<file path="src/rtl/fixed_point_adder_pipe.sv">
// Two-stage streaming fixed-point adder/subtractor: stage 1 aligns and adds exactly,
// stage 2 requantises to format C with selectable rounding and overflow handling.
module fixed_point_adder_pipe #(
    parameter int A_FRAC_LEN = 8,
    parameter int A_WORD_LEN = 9,
    parameter int B_FRAC_LEN = 8,
    parameter int B_WORD_LEN = 9,
    parameter int C_FRAC_LEN = 8,
    parameter int C_WORD_LEN = 10,
    parameter int ROUND      = 1,
    parameter int SATURATE   = 1
) (
    input  logic                  clk,
    input  logic                  rst,
    input  logic                  in_valid,
    output logic                  in_ready,
    input  logic [A_WORD_LEN-1:0] a,
    input  logic [B_WORD_LEN-1:0] b,
    input  logic                  sub,
    output logic                  out_valid,
    input  logic                  out_ready,
    output logic [C_WORD_LEN-1:0] c,
    output logic                  ovf,
    input  logic                  clr_sticky,
    output logic                  ovf_sticky
);

    localparam int A_INT = A_WORD_LEN - A_FRAC_LEN;
    localparam int B_INT = B_WORD_LEN - B_FRAC_LEN;
    localparam int F     = (A_FRAC_LEN > B_FRAC_LEN) ? A_FRAC_LEN : B_FRAC_LEN;
    localparam int I     = ((A_INT > B_INT) ? A_INT : B_INT) + 1;
    localparam int W     = I + F;
    localparam int A_SH  = F - A_FRAC_LEN;
    localparam int B_SH  = F - B_FRAC_LEN;
    localparam int UP    = (C_FRAC_LEN >= F) ? (C_FRAC_LEN - F) : 0;
    localparam int DN    = (C_FRAC_LEN < F) ? (F - C_FRAC_LEN) : 0;
    // Wide enough for the upshifted sum, the rounding carry and a clean compare against the C range.
    localparam int QW    = W + UP + C_WORD_LEN + 2;

    logic                  s1_valid_q;
    logic signed [W-1:0]   sum_q;
    logic                  out_valid_q;
    logic [C_WORD_LEN-1:0] c_q;
    logic                  ovf_q;
    logic                  sticky_q;

    logic                  s1_load;
    logic                  s2_load;

    logic signed [W-1:0]   a_ext;
    logic signed [W-1:0]   b_ext;
    logic signed [W-1:0]   sum_d;

    logic signed [QW-1:0]  sum_wide;
    logic signed [QW-1:0]  q_val;
    logic signed [QW-1:0]  c_max;
    logic signed [QW-1:0]  c_min;
    logic                  ovf_d;
    logic [C_WORD_LEN-1:0] c_d;

    assign s2_load  = !out_valid_q || out_ready;
    assign s1_load  = !s1_valid_q || s2_load;
    assign in_ready = s1_load;

    assign a_ext = $signed({{(W-A_WORD_LEN){a[A_WORD_LEN-1]}}, a}) <<< A_SH;
    assign b_ext = $signed({{(W-B_WORD_LEN){b[B_WORD_LEN-1]}}, b}) <<< B_SH;
    assign sum_d = sub ? (a_ext - b_ext) : (a_ext + b_ext);

    assign sum_wide = {{(QW-W){sum_q[W-1]}}, sum_q};

    generate
        if (DN == 0) begin : g_up
            assign q_val = sum_wide <<< UP;
        end else begin : g_dn
            logic signed [QW-1:0] half;
            assign half  = (ROUND != 0) ? ($signed({{(QW-1){1'b0}}, 1'b1}) <<< (DN - 1)) : '0;
            assign q_val = (sum_wide + half) >>> DN;
        end
    endgenerate

    assign c_max = {{(QW-C_WORD_LEN+1){1'b0}}, {(C_WORD_LEN-1){1'b1}}};
    assign c_min = {{(QW-C_WORD_LEN+1){1'b1}}, {(C_WORD_LEN-1){1'b0}}};
    assign ovf_d = (q_val > c_max) || (q_val < c_min);

    always_comb begin
        c_d = q_val[C_WORD_LEN-1:0];
        if (ovf_d && (SATURATE != 0)) begin
            c_d = q_val[QW-1] ? c_min[C_WORD_LEN-1:0] : c_max[C_WORD_LEN-1:0];
        end
    end

    always_ff @(posedge clk) begin
        if (rst) begin
            s1_valid_q  <= 1'b0;
            sum_q       <= '0;
            out_valid_q <= 1'b0;
            c_q         <= '0;
            ovf_q       <= 1'b0;
            sticky_q    <= 1'b0;
        end else begin
            if (s1_load) begin
                s1_valid_q <= in_valid;
                if (in_valid) begin
                    sum_q <= sum_d;
                end
            end
            if (s2_load) begin
                out_valid_q <= s1_valid_q;
                if (s1_valid_q) begin
                    c_q   <= c_d;
                    ovf_q <= ovf_d;
                end
            end
            // A new overflow beats a simultaneous clear so no event is lost.
            if (s2_load && s1_valid_q && ovf_d) begin
                sticky_q <= 1'b1;
            end else if (clr_sticky) begin
                sticky_q <= 1'b0;
            end
        end
    end

    assign out_valid  = out_valid_q;
    assign c          = c_q;
    assign ovf        = ovf_q;
    assign ovf_sticky = sticky_q;

endmodule
</file>
<file path="config.mk">
export PLATFORM = sky130hd
export DESIGN_NAME = fixed_point_adder_pipe
export DESIGN_NICKNAME = d
export VERILOG_FILES = /design/src/rtl/fixed_point_adder_pipe.sv
export SDC_FILE = /design/constraint.sdc
export NUM_CORES = 1
export LEC_CHECK = 0
export BUFFER_PORTS_ARGS = -buffer_cell sky130_fd_sc_hd__buf_2
export CAP_MARGIN = 20
export CORE_ASPECT_RATIO = 1.25
export CORE_MARGIN = 3
export CORE_UTILIZATION = 30
export CTS_CLUSTER_SIZE = 28
export DETAILED_ROUTE_END_ITERATION = 7
export PLACE_DENSITY_LB_ADDON = 0.3
export SYNTH_ARGS = -nofsm -noshare
export SYNTH_HDL_FRONTEND = slang
export SYNTH_SLANG_ARGS = --single-unit
</file>
<file path="constraint.sdc">
create_clock -name clk -period 2.6 [get_ports clk]
set_clock_uncertainty 0.2 [all_clocks]
set_input_delay 0.13 -clock clk [delete_from_list [all_inputs] [get_ports clk]]
set_output_delay 0.13 -clock clk [all_outputs]
set_load 0.005 [all_outputs]
</file>
# Yosys cells after proc, flatten, opt, wreduce, memory -nomap -nowiden
# Index checks and enable logic that the tools add are counted.
[word_totals] ff_bits=24 word_cells=25 inputBits=24 output_inout_bits=14
[classes] add_sub_neg=2 order_cmp=2 reduce_logical=10 mux=5
[ops] cell="10-bit 2-to-1 mux" count=3
[ops] cell="9-bit by 9-bit adder with 10-bit output" count=1
[ops] cell="10-bit > comparator (second input constant)" count=1
[ops] cell="10-bit less-than comparator (second input constant)" count=1
[ops] cell="9-bit by 9-bit subtractor with 10-bit output" count=1
[ops] cell="2-bit AND reduction" count=2
[ops] cell="1-bit logical OR" count=3
[ops] cell="1-bit logical AND" count=2
[ops] cell="1-bit logical NOT" count=2
[ops] cell="1-bit 2-to-1 mux" count=2
[ops] cell="2-bit nonzero test" count=1

# Longest topological paths before layout
# Gate-level depths: netlist of the first run.
[depth] depth_word=5 mapped_depth=11 mapped_depth_nobuf=11

# Worst setup path after synthesis of the first run
# OpenSTA, ideal clock, no wires.
[synth_path] path_kind="input to register" startpoint="input b[0]" endpoint="register sum_q[9]" slack_ns=0.485 arrival_ns=1.840 setup_ns=0.074 required_ns=2.326 cell_stages=11 cell_sequence="inv_1 -> ha_1 -> nor2b_1 -> a21oi_1 -> xnor2_1 -> ha_1 -> nand2_1 -> a211oi_1 -> a31oi_1 -> a211o_1 -> a31oi_1"
[synth_between] elab_chain_cells=2
[synth_lines] item="from (decl)" line="18" text="input logic [B_WORD_LEN-1:0] b,"
[synth_lines] item="9-bit by 9-bit adder with 10-bit output or 9-bit by 9-bit subtractor with 10-bit output (tied branches)" line="67" text="assign sum_d = sub ? (a_ext - b_ext) : (a_ext + b_ext);"
[synth_lines] item="10-bit 2-to-1 mux (*)" line="67"
[synth_lines] item="to (signal assigned)" line="104" text="sum_q <= sum_d;"
[synth_lines] item="to (decl)" line="41" text="logic signed [W-1:0] sum_q;"
# Every way passes the cells marked *; elsewhere a longest branch is shown, timed or not.
# A chain may end at the register's enable or synchronous reset.

# Final worst setup path of the first run
# Same ends and word-level chain as after synthesis.

==> run_results.csv, run 1 <==
group,metric,value,unit
status,run_status,"completed",
floorplan,die-height,84.0,um
worst_hold_path,hold_path.startpoint,"out_ready",
worst_setup_path,timing.critical_path.buf_inv,2,
final_layout,flow.area_growth_from_synthesis,20.4,%
sta,hold-worst-slack,0.0157,ns
worst_setup_path,launching_point_of_the_worst_reg2reg_path,"s1_valid_q$_SDFFE_PP0N_",
sta,timing.final.setup_violations,0,
synth,synth.cell_area,0.00146,sq mm
routing,postRouteWirelength,3.22,mm
cts,clkSinkCount,24,
synth,synth.net_count,218,
cts,cts_inserted_buffers,3,
worst_setup_path,cp.required,2.59,ns
synth,synth.mux.area_fraction,1.37,%
sta,maxSlewHeadroom,69.0,%
worst_setup_path,worst-endpoint-arrival,2.26,ns
floorplan,placement_rows,27,
synth,synth_simple_gate_area_share,23.4,%
synth,netlist-cell-type-count,38,
worst_setup_path,slowest_delay,0.39,ns
global_routing,grt_first_pass_wirelength,5.58,mm
sta,worst_slew_pin_slew,0.465,ns
placed_design,gp_routability_congestion,0.732,
global_routing,grt_util_all_layers,11.9,%
floorplan,die_area,0.00575,sq mm
worst_setup_path,cell_family_with_the_largest_share_of_critical_path_delay,"compound AO/OA/AOI/OAI gates",
routing,via_count,1357,
sta,hold_viol_final,0,
cts,cts.path.max_buffers,2,
global_routing,grt.overflow.total,0,
worst_setup_path,beginning_of_the_critical_path,"b[0]",
routing,vias_per_cell,4.93,
routing,drtAntennaViolNets,0,
run,cap_violations,0,
sta,unrepaired_setup_endpoints_after_global_routing,"false",
placed_design,port-buffer-count,37,
power_and_ir_drop,power_per_cell_area,510,mW/mm^2
worst_setup_path,endpoint_kind,"flip-flop",
synth,postSynthRegisterBits,24,
worst_setup_path,setup.worst_path.class,"input port to flip-flop",
routing,route.detailed.wl_per_inst,11.7,um
global_routing,grt_antenna_before_repair,0,
power_and_ir_drop,max-vdd-ir-drop,176,uV
cts,clock_tree.htree_level_count,1,
power_and_ir_drop,pleak,0.755,nW
cts,number_of_post_cts_setup_repair_buffers,0,
synth,syn_area_per_cell,7.99,sq um
sta,min_period_over_period,87.3,%
routing,route.detailed.drc,0,
worst_setup_path,cp_slowest_cell,"ha_1",
final_layout,diodes,0,
final_layout,drive_gt1_share,19.8,%
final_layout,mostFrequentLayoutCell,"buf_2",
sta,number_of_pins_with_negative_max_slew_slack_in_the_final_report,0,
cts,cts_tree,"built",
power_and_ir_drop,fin_total_pwr,0.897,mW
worst_setup_path,worst-path-max-fanout,6,
global_routing,grt_pass1_vias,1282,
placed_design,dpl.hpwl,2.56,mm
synth,yosysWarnings,0,
cts,insertion_delay,0.26,ns
cts,path_clk_slew,0.08,ns
worst_setup_path,critPathLaunchType,"input port",
final_layout,fin_nets,253,
sta,timing.setup.tns,0,ns
synth,combinational_family_with_the_most_area_after_synthesis,"simple AND/OR/NAND/NOR gates",
synth,synthAdderAreaFrac,9.93,%
floorplan,fp.dieW,68.4,um
routing,dr.first_iter.drc_count,68,
worst_setup_path,worstPathCellList,"buf_2 -> inv_1 -> ha_1 -> nor2b_1 -> a21oi_1 -> xnor2_1 -> ha_1 -> nand2_1 -> a211oi_1 -> a31oi_1 -> a211o_1 -> a31oi_1",
sta,fin_crit,2.27,ns
global_routing,maximum_number_of_pins_on_one_net_before_global_route_repair,26,
synth,synth-compound-area-share,22.7,%
synth,yosys.area_share.xor_xnor,4.79,%
worst_hold_path,min-delay-path-class,"input port to flip-flop",
sta,max_clock_freq,440,MHz
final_layout,final_cell_mix,"buf_2, dfxtp_1, a21oi_1, nand2_1, nand3_1",
worst_setup_path,worst-r2r-setup-slack,0.79,ns
routing,detail_route.first_pass.iterations,4,
floorplan,io_pins,38,
floorplan,core_area,0.00456,sq mm
floorplan,start_util,32.0,%
cts,cts.root.buffer_cell,"clkbuf_8",
synth,netlist_instances,183,
synth,synth-seq-area-share,32.9,%
## through the flow
stage / setup slack, ns / util (%) / cell area (sq um) / cells
3_3_place_gp: 0.0768 / 36.9 / 1680 / 269
2_1_floorplan: 0.485 / - / 1460 / 183
4_1_cts: 0.333 / 38.6 / 1760 / 275
3_5_place_dp: 0.0575 / 36.9 / 1680 / 269
6_report: 0.329 / 38.6 / 1760 / 275
5_1_grt: 0.153 / 38.6 / 1760 / 275
## tightest hold or removal path, cell delays in order
cell and delay [ns]:
buf_2 0.08, nand3b_1 0.15, a21oi_1 0.08
## power breakdown
part           total (mW)  internal [mW]  switching (mW)
logic               0.246          0.110           0.136
clock network       0.242          0.135           0.108
registers           0.409          0.394          0.0154
## layer usage
layer  up-vias  part of all wire, %  global-route usage (%)
met5         -                    0                       0
met4         0                 0.84                    4.34
met3         2                  4.9                   0.539
met2        32                   48                    19.5
met1       598                   46                    15.9
li1        725                    -                       -
## layout make-up
type | instances | area [sq um]
fill | 521 | 2800
multi-input combinational | 140 | 908
sequential | 24 | 480
timing repair buffer | 39 | 205
tap | 58 | 72.6
clock buffer | 4 | 55.1
inverter | 10 | 37.5
## cell usage after synthesis
cell type	count	area share, %
a211o_1	2	1.2
nor3_4	1	1.1
nor2b_1	3	1.3
ha_1	10	8.6
nand2b_1	1	0.43
fa_1	1	1.4
nor3_1	5	1.7
o311ai_0	1	0.60
mux2i_1	2	1.4
a31oi_1	5	2.1
a2111o_1	1	0.77
o21ai_0	4	1.4
nand2_1	22	5.7
o31ai_1	1	0.51
buf_1	1	0.26
a311oi_1	1	0.60
clkbuf_1	7	1.8
o2111ai_1	1	0.60
nand3_1	16	5.5
and2_1	2	0.86
xnor2_1	8	4.8
a211oi_1	3	1.5
nor4_2	1	0.86
dfxtp_1	24	33
a21o_1	2	1.0
nor3b_1	1	0.51
nor4b_1	2	1.2
nor2_1	8	2.1
inv_1	10	2.6
and3_1	2	0.86
o21a_1	5	2.6
buf_2	1	0.34
o31a_1	1	0.60
o221ai_1	1	0.60
nand3b_1	1	0.51
or3_1	2	0.86
a21oi_1	22	7.5
o211ai_1	2	1.0
## worst paths after layout
path / cells after the start / endpoint
worst max-delay path: 12 / sum_q[9]$_SDFFE_PP0P_
worst min-delay path: 3 / s1_valid_q$_SDFFE_PP0N_
worst max register to register: 5 / sum_q[8]$_SDFFE_PP0P_
worst min register to register: 2 / c[4]$_SDFFE_PP0P_
## state kept, by name (all words and copies together) (netlist names)
signal and flops:
c 10, ovf 1, sum_q 10, out_valid 1, s1_valid_q 1, ovf_sticky 1
## cells by family after synthesis
family | after synthesis
and+or+nand+nor | 67
AOI/OAI and AO/OA | 52
DFF | 24
buffers and inverters | 19
adders and majority gates | 11
xor gates and xnor gates | 8
muxes | 2
## timing repair
action | CTS | global route
resized for setup | 0 | 0
hold buffers | 2 | 0
endpoints found under the hold margin | 2 | 0
(Power assumes the default switching activity.)
==> run 2, diff against run 1 <==
--- a/config.mk
+++ b/config.mk
@@ -5,6 +5,7 @@
 export SDC_FILE = /design/constraint.sdc
 export NUM_CORES = 1
 export LEC_CHECK = 0
+export ABC_AREA = 1
 export BUFFER_PORTS_ARGS = -buffer_cell sky130_fd_sc_hd__buf_2
 export CAP_MARGIN = 20
 export CORE_ASPECT_RATIO = 1.25
==> run 2 against run 1 <==
Compared with the run above: routed wire length shrank 9.3%; count of clock-buffer cells in the layout is the same; combinational power grew 12%; hold slack gained 0.013 ns.
==> run_results.csv, run 2 <==
group,metric,value,unit
final_layout,flow.area_growth_from_synthesis,20.0,%
floorplan,start_util,31.6,%
global_routing,maximum_number_of_pins_on_one_net_before_global_route_repair,25,
synth,synth_edf_count,0,
routing,detail_route.first_pass.iterations,4,
run,cap_violations,0,
power_and_ir_drop,max-vdd-ir-drop,226,uV
sta,timing.final.setup_violations,0,
floorplan,die-height,85.6,um
synth,syn_area_per_cell,7.06,sq um
global_routing,use_met2,16.8,%
global_routing,grt.overflow.total,0,
floorplan,placement_rows,28,
synth,netlist-cell-type-count,29,
cts,number_of_post_cts_setup_repair_buffers,0,
worst_hold_path,min-delay-path-class,"input port to flip-flop",
worst_setup_path,worst-endpoint-arrival,2.14,ns
worst_setup_path,worst-r2r-setup-slack,1.04,ns
placed_design,dpl.hpwl,2.40,mm
status,run_status,"completed",
synth,ys_dominant_reg_cell,"dfxtp_1",
routing,route.detailed.wl_per_inst,9.33,um
global_routing,grt.met3_usage,2.11,%
power_and_ir_drop,pleak,0.970,nW
cts,clkSinkCount,24,
final_layout,mostFrequentLayoutCell,"nand2_1",
worst_setup_path,worstPathCellList,"buf_2 -> inv_1 -> ha_1 -> a31o_2 -> o21ai_0 -> xor2_1 -> inv_1 -> ha_1 -> nand2_1 -> inv_1 -> a21oi_1 -> nand2_1 -> nor2_1 -> nand3_2 -> nand3_1 -> nand2_1 -> inv_1",
power_and_ir_drop,seq_power_share,44.0,%
final_layout,final_area,0.00182,sq mm
routing,via_count,1359,
synth,postSynthRegisterBits,24,
cts,cts.root.buffer_cell,"clkbuf_8",
floorplan,core_area,0.00480,sq mm
sta,timing.setup.tns,0,ns
global_routing,grt_util_all_layers,9.61,%
placed_design,numPlacedInstances,307,
placed_design,gp_routability_congestion,0.743,
sta,max_clock_freq,470,MHz
placed_design,placement.setup.worst_slack,0.204,ns
worst_hold_path,min_path_cells,3,
routing,vias_per_cell,4.34,
synth,synth_area_leader,"dfxtp_1",
worst_setup_path,worst_r2r_endpoint,"sum_q[3]$_SDFFE_PP0P_",
global_routing,globalRoute.busiestLayer,"met2",
floorplan,fp.dieW,69.6,um
worst_setup_path,critPathLaunchType,"input port",
worst_hold_path,hold_path.startpoint,"b[0]",
routing,drtAntennaViolNets,0,
synth,netlist_instances,215,
cts,clock_tree.htree_level_count,1,
synth,cell_types_occupying_the_most_area_after_synthesis,"dfxtp_1, nand2_1, inv_1",
cts,cts_inserted_buffers,3,
routing,postRouteWirelength,2.92,mm
cts,cts-resized-gates,0,
cts,path_clk_slew,0.08,ns
synth,synth.cell_area,0.00152,sq mm
power_and_ir_drop,pwr-share-clk,26.1,%
final_layout,layout.core_utilization,38.0,%
worst_setup_path,cp_slowest_cell,"ha_1",
final_layout,drive_gt1_share,22.5,%
worst_setup_path,worst-path-max-fanout,3,
synth,synth-seq-area-share,31.6,%
synth,synth.most_common_cell,"nand2_1",
worst_setup_path,slowest_delay,0.31,ns
global_routing,grt_antenna_before_repair,0,
sta,worst_slew_pin_slew,0.409,ns
floorplan,io_pins,38,
cts,cts_tree,"built",
floorplan,die_area,0.00596,sq mm
synth,synth.top_cells.by_count,"nand2_1, inv_1, dfxtp_1, a21oi_1, nor2_1",
synth,fraction_of_registers_with_async_set_reset,0,%
synth,yosysWarnings,0,
routing,route.detailed.drc,0,
global_routing,gr-usage-met1,11.7,%
power_and_ir_drop,p_int,0.645,mW
final_layout,final_cell_mix,"nand2_1, buf_2, inv_1, dfxtp_1",
sta,unrepaired_setup_endpoints_after_global_routing,"false",
sta,number_of_pins_with_negative_max_slew_slack_in_the_final_report,0,
placed_design,port-buffer-count,37,
power_and_ir_drop,switchingPower,0.277,mW
sta,fin_ws,0.472,ns
final_layout,fin_nets,289,
routing,dr.first_iter.drc_count,72,
power_and_ir_drop,power_per_cell_area,506,mW/mm^2
global_routing,grt_pass1_vias,1172,
worst_setup_path,crit_path_frequent_cell,"inv_1",
global_routing,grt_first_pass_wirelength,4.87,mm
power_and_ir_drop,power.share.switching,30.0,%
cts,insertion_delay,0.25,ns
worst_setup_path,endpoint_kind,"flip-flop",
synth,area_share_of_the_largest_cell_type_after_synthesis,31.6,%
worst_setup_path,cp.required,2.61,ns
placed_design,placement.cell_area,0.00175,sq mm
sta,maxSlewHeadroom,72.4,%
final_layout,diodes,0,
power_and_ir_drop,combPwrFrac,29.9,%
worst_setup_path,launching_point_of_the_worst_reg2reg_path,"s1_valid_q$_SDFFE_PP0N_",
worst_setup_path,reg2reg_depth,7,
sta,min_period_over_period,81.8,%
worst_hold_path,hold-path-endpoint,"sum_q[0]$_SDFFE_PP0P_",
final_layout,instances_no_fill,313,
synth,synth.net_count,250,
cts,cts.path.max_buffers,2,
worst_setup_path,setup.worst_path.class,"input port to flip-flop",
sta,fin_crit,2.13,ns
sta,hold_viol_final,0,
==> run 2: changes by cell type after synthesis, moves of 4 or more <==
cell      before  now
nand3_1       16    9
nand3_2        0    4
o21a_1         5    0
xnor2_1        8    2
nor2_1         8   19
xor2_1         0    9
nand2_1       22   43
nor3_1         5    0
inv_1         10   35
clkbuf_1       7    2
==> run 2: metal layers <==
layer / share of wire, % / up-vias / wire, um
li1: - / 762 / -
met1: 48 / 563 / 1400
met2: 45 / 32 / 1320
met3: 6.2 / 2 / 181
met4: 0.65 / 0 / 19
met5: 0 / - / 0
==> run 2: power groups by stage <==
stage	registers [mW]	clock network [mW]	logic, mW
after floorplan	0.415	0	0.207
after global placement	0.414	0	0.274
after detailed placement	0.415	0	0.277
after CTS	0.406	0.253	0.280
after global routing	0.409	0.269	0.317
final	0.406	0.240	0.276
==> run 2: through the flow <==
| stage | hold WS, ns | power, mW |
|---|---|---|
| final | 0.0291 | 0.922 |
| after global routing | 0.0341 | 0.995 |
| after CTS | 0.0274 | 0.939 |
| after detailed placement | 0.0942 | 0.691 |
| after global placement | 0.0914 | 0.688 |
| after floorplan | 0.00615 | 0.622 |
==> run 2: kinds of logic after synthesis <==
logic type	Yosys count	share of synthesized area (%)
buffers and inverters	43	11.4
adder cells (fa/ha/maj)	11	9.56
AND/OR/NAND/NOR	85	25.4
flip-flops	24	31.6
AO/OA/AOI/OAI	41	15.7
XOR/XNOR	11	6.34
==> run 2: critical path: cells and delay by family <==
kind	cells	cell delay (ns)
compound gates	3	0.54
fa+ha+maj	2	0.53
simple gates	6	0.50
buf+inv	5	0.28
xor+xnor	1	0.16
==> run 2: layout make-up <==
cell class,count,area [sq um]
Sequential cell,24,480
Tap cell,60,75.1
Fill cell,521,2980
Multi-Input combinational cell,148,865
Timing Repair Buffer,39,205
Inverter,38,143
Clock buffer,4,55.1
==> run 2: how the worst max path moves through the flow <==
stage,start,endpoint,cells past startpoint
floorplan,b[0],sum_q[9]$_SDFFE_PP0P_,16
global placement,b[0],sum_q[9]$_SDFFE_PP0P_,17
detailed placement,b[0],sum_q[9]$_SDFFE_PP0P_,17
CTS,b[0],sum_q[9]$_SDFFE_PP0P_,17
global route,b[0],sum_q[9]$_SDFFE_PP0P_,17
finish,b[0],sum_q[9]$_SDFFE_PP0P_,17
==> run 2: repair_timing <==
item	CTS	global route
endpoints found under the hold margin	3	0
setup endpoints to repair	0	0
hold buffers	2	0
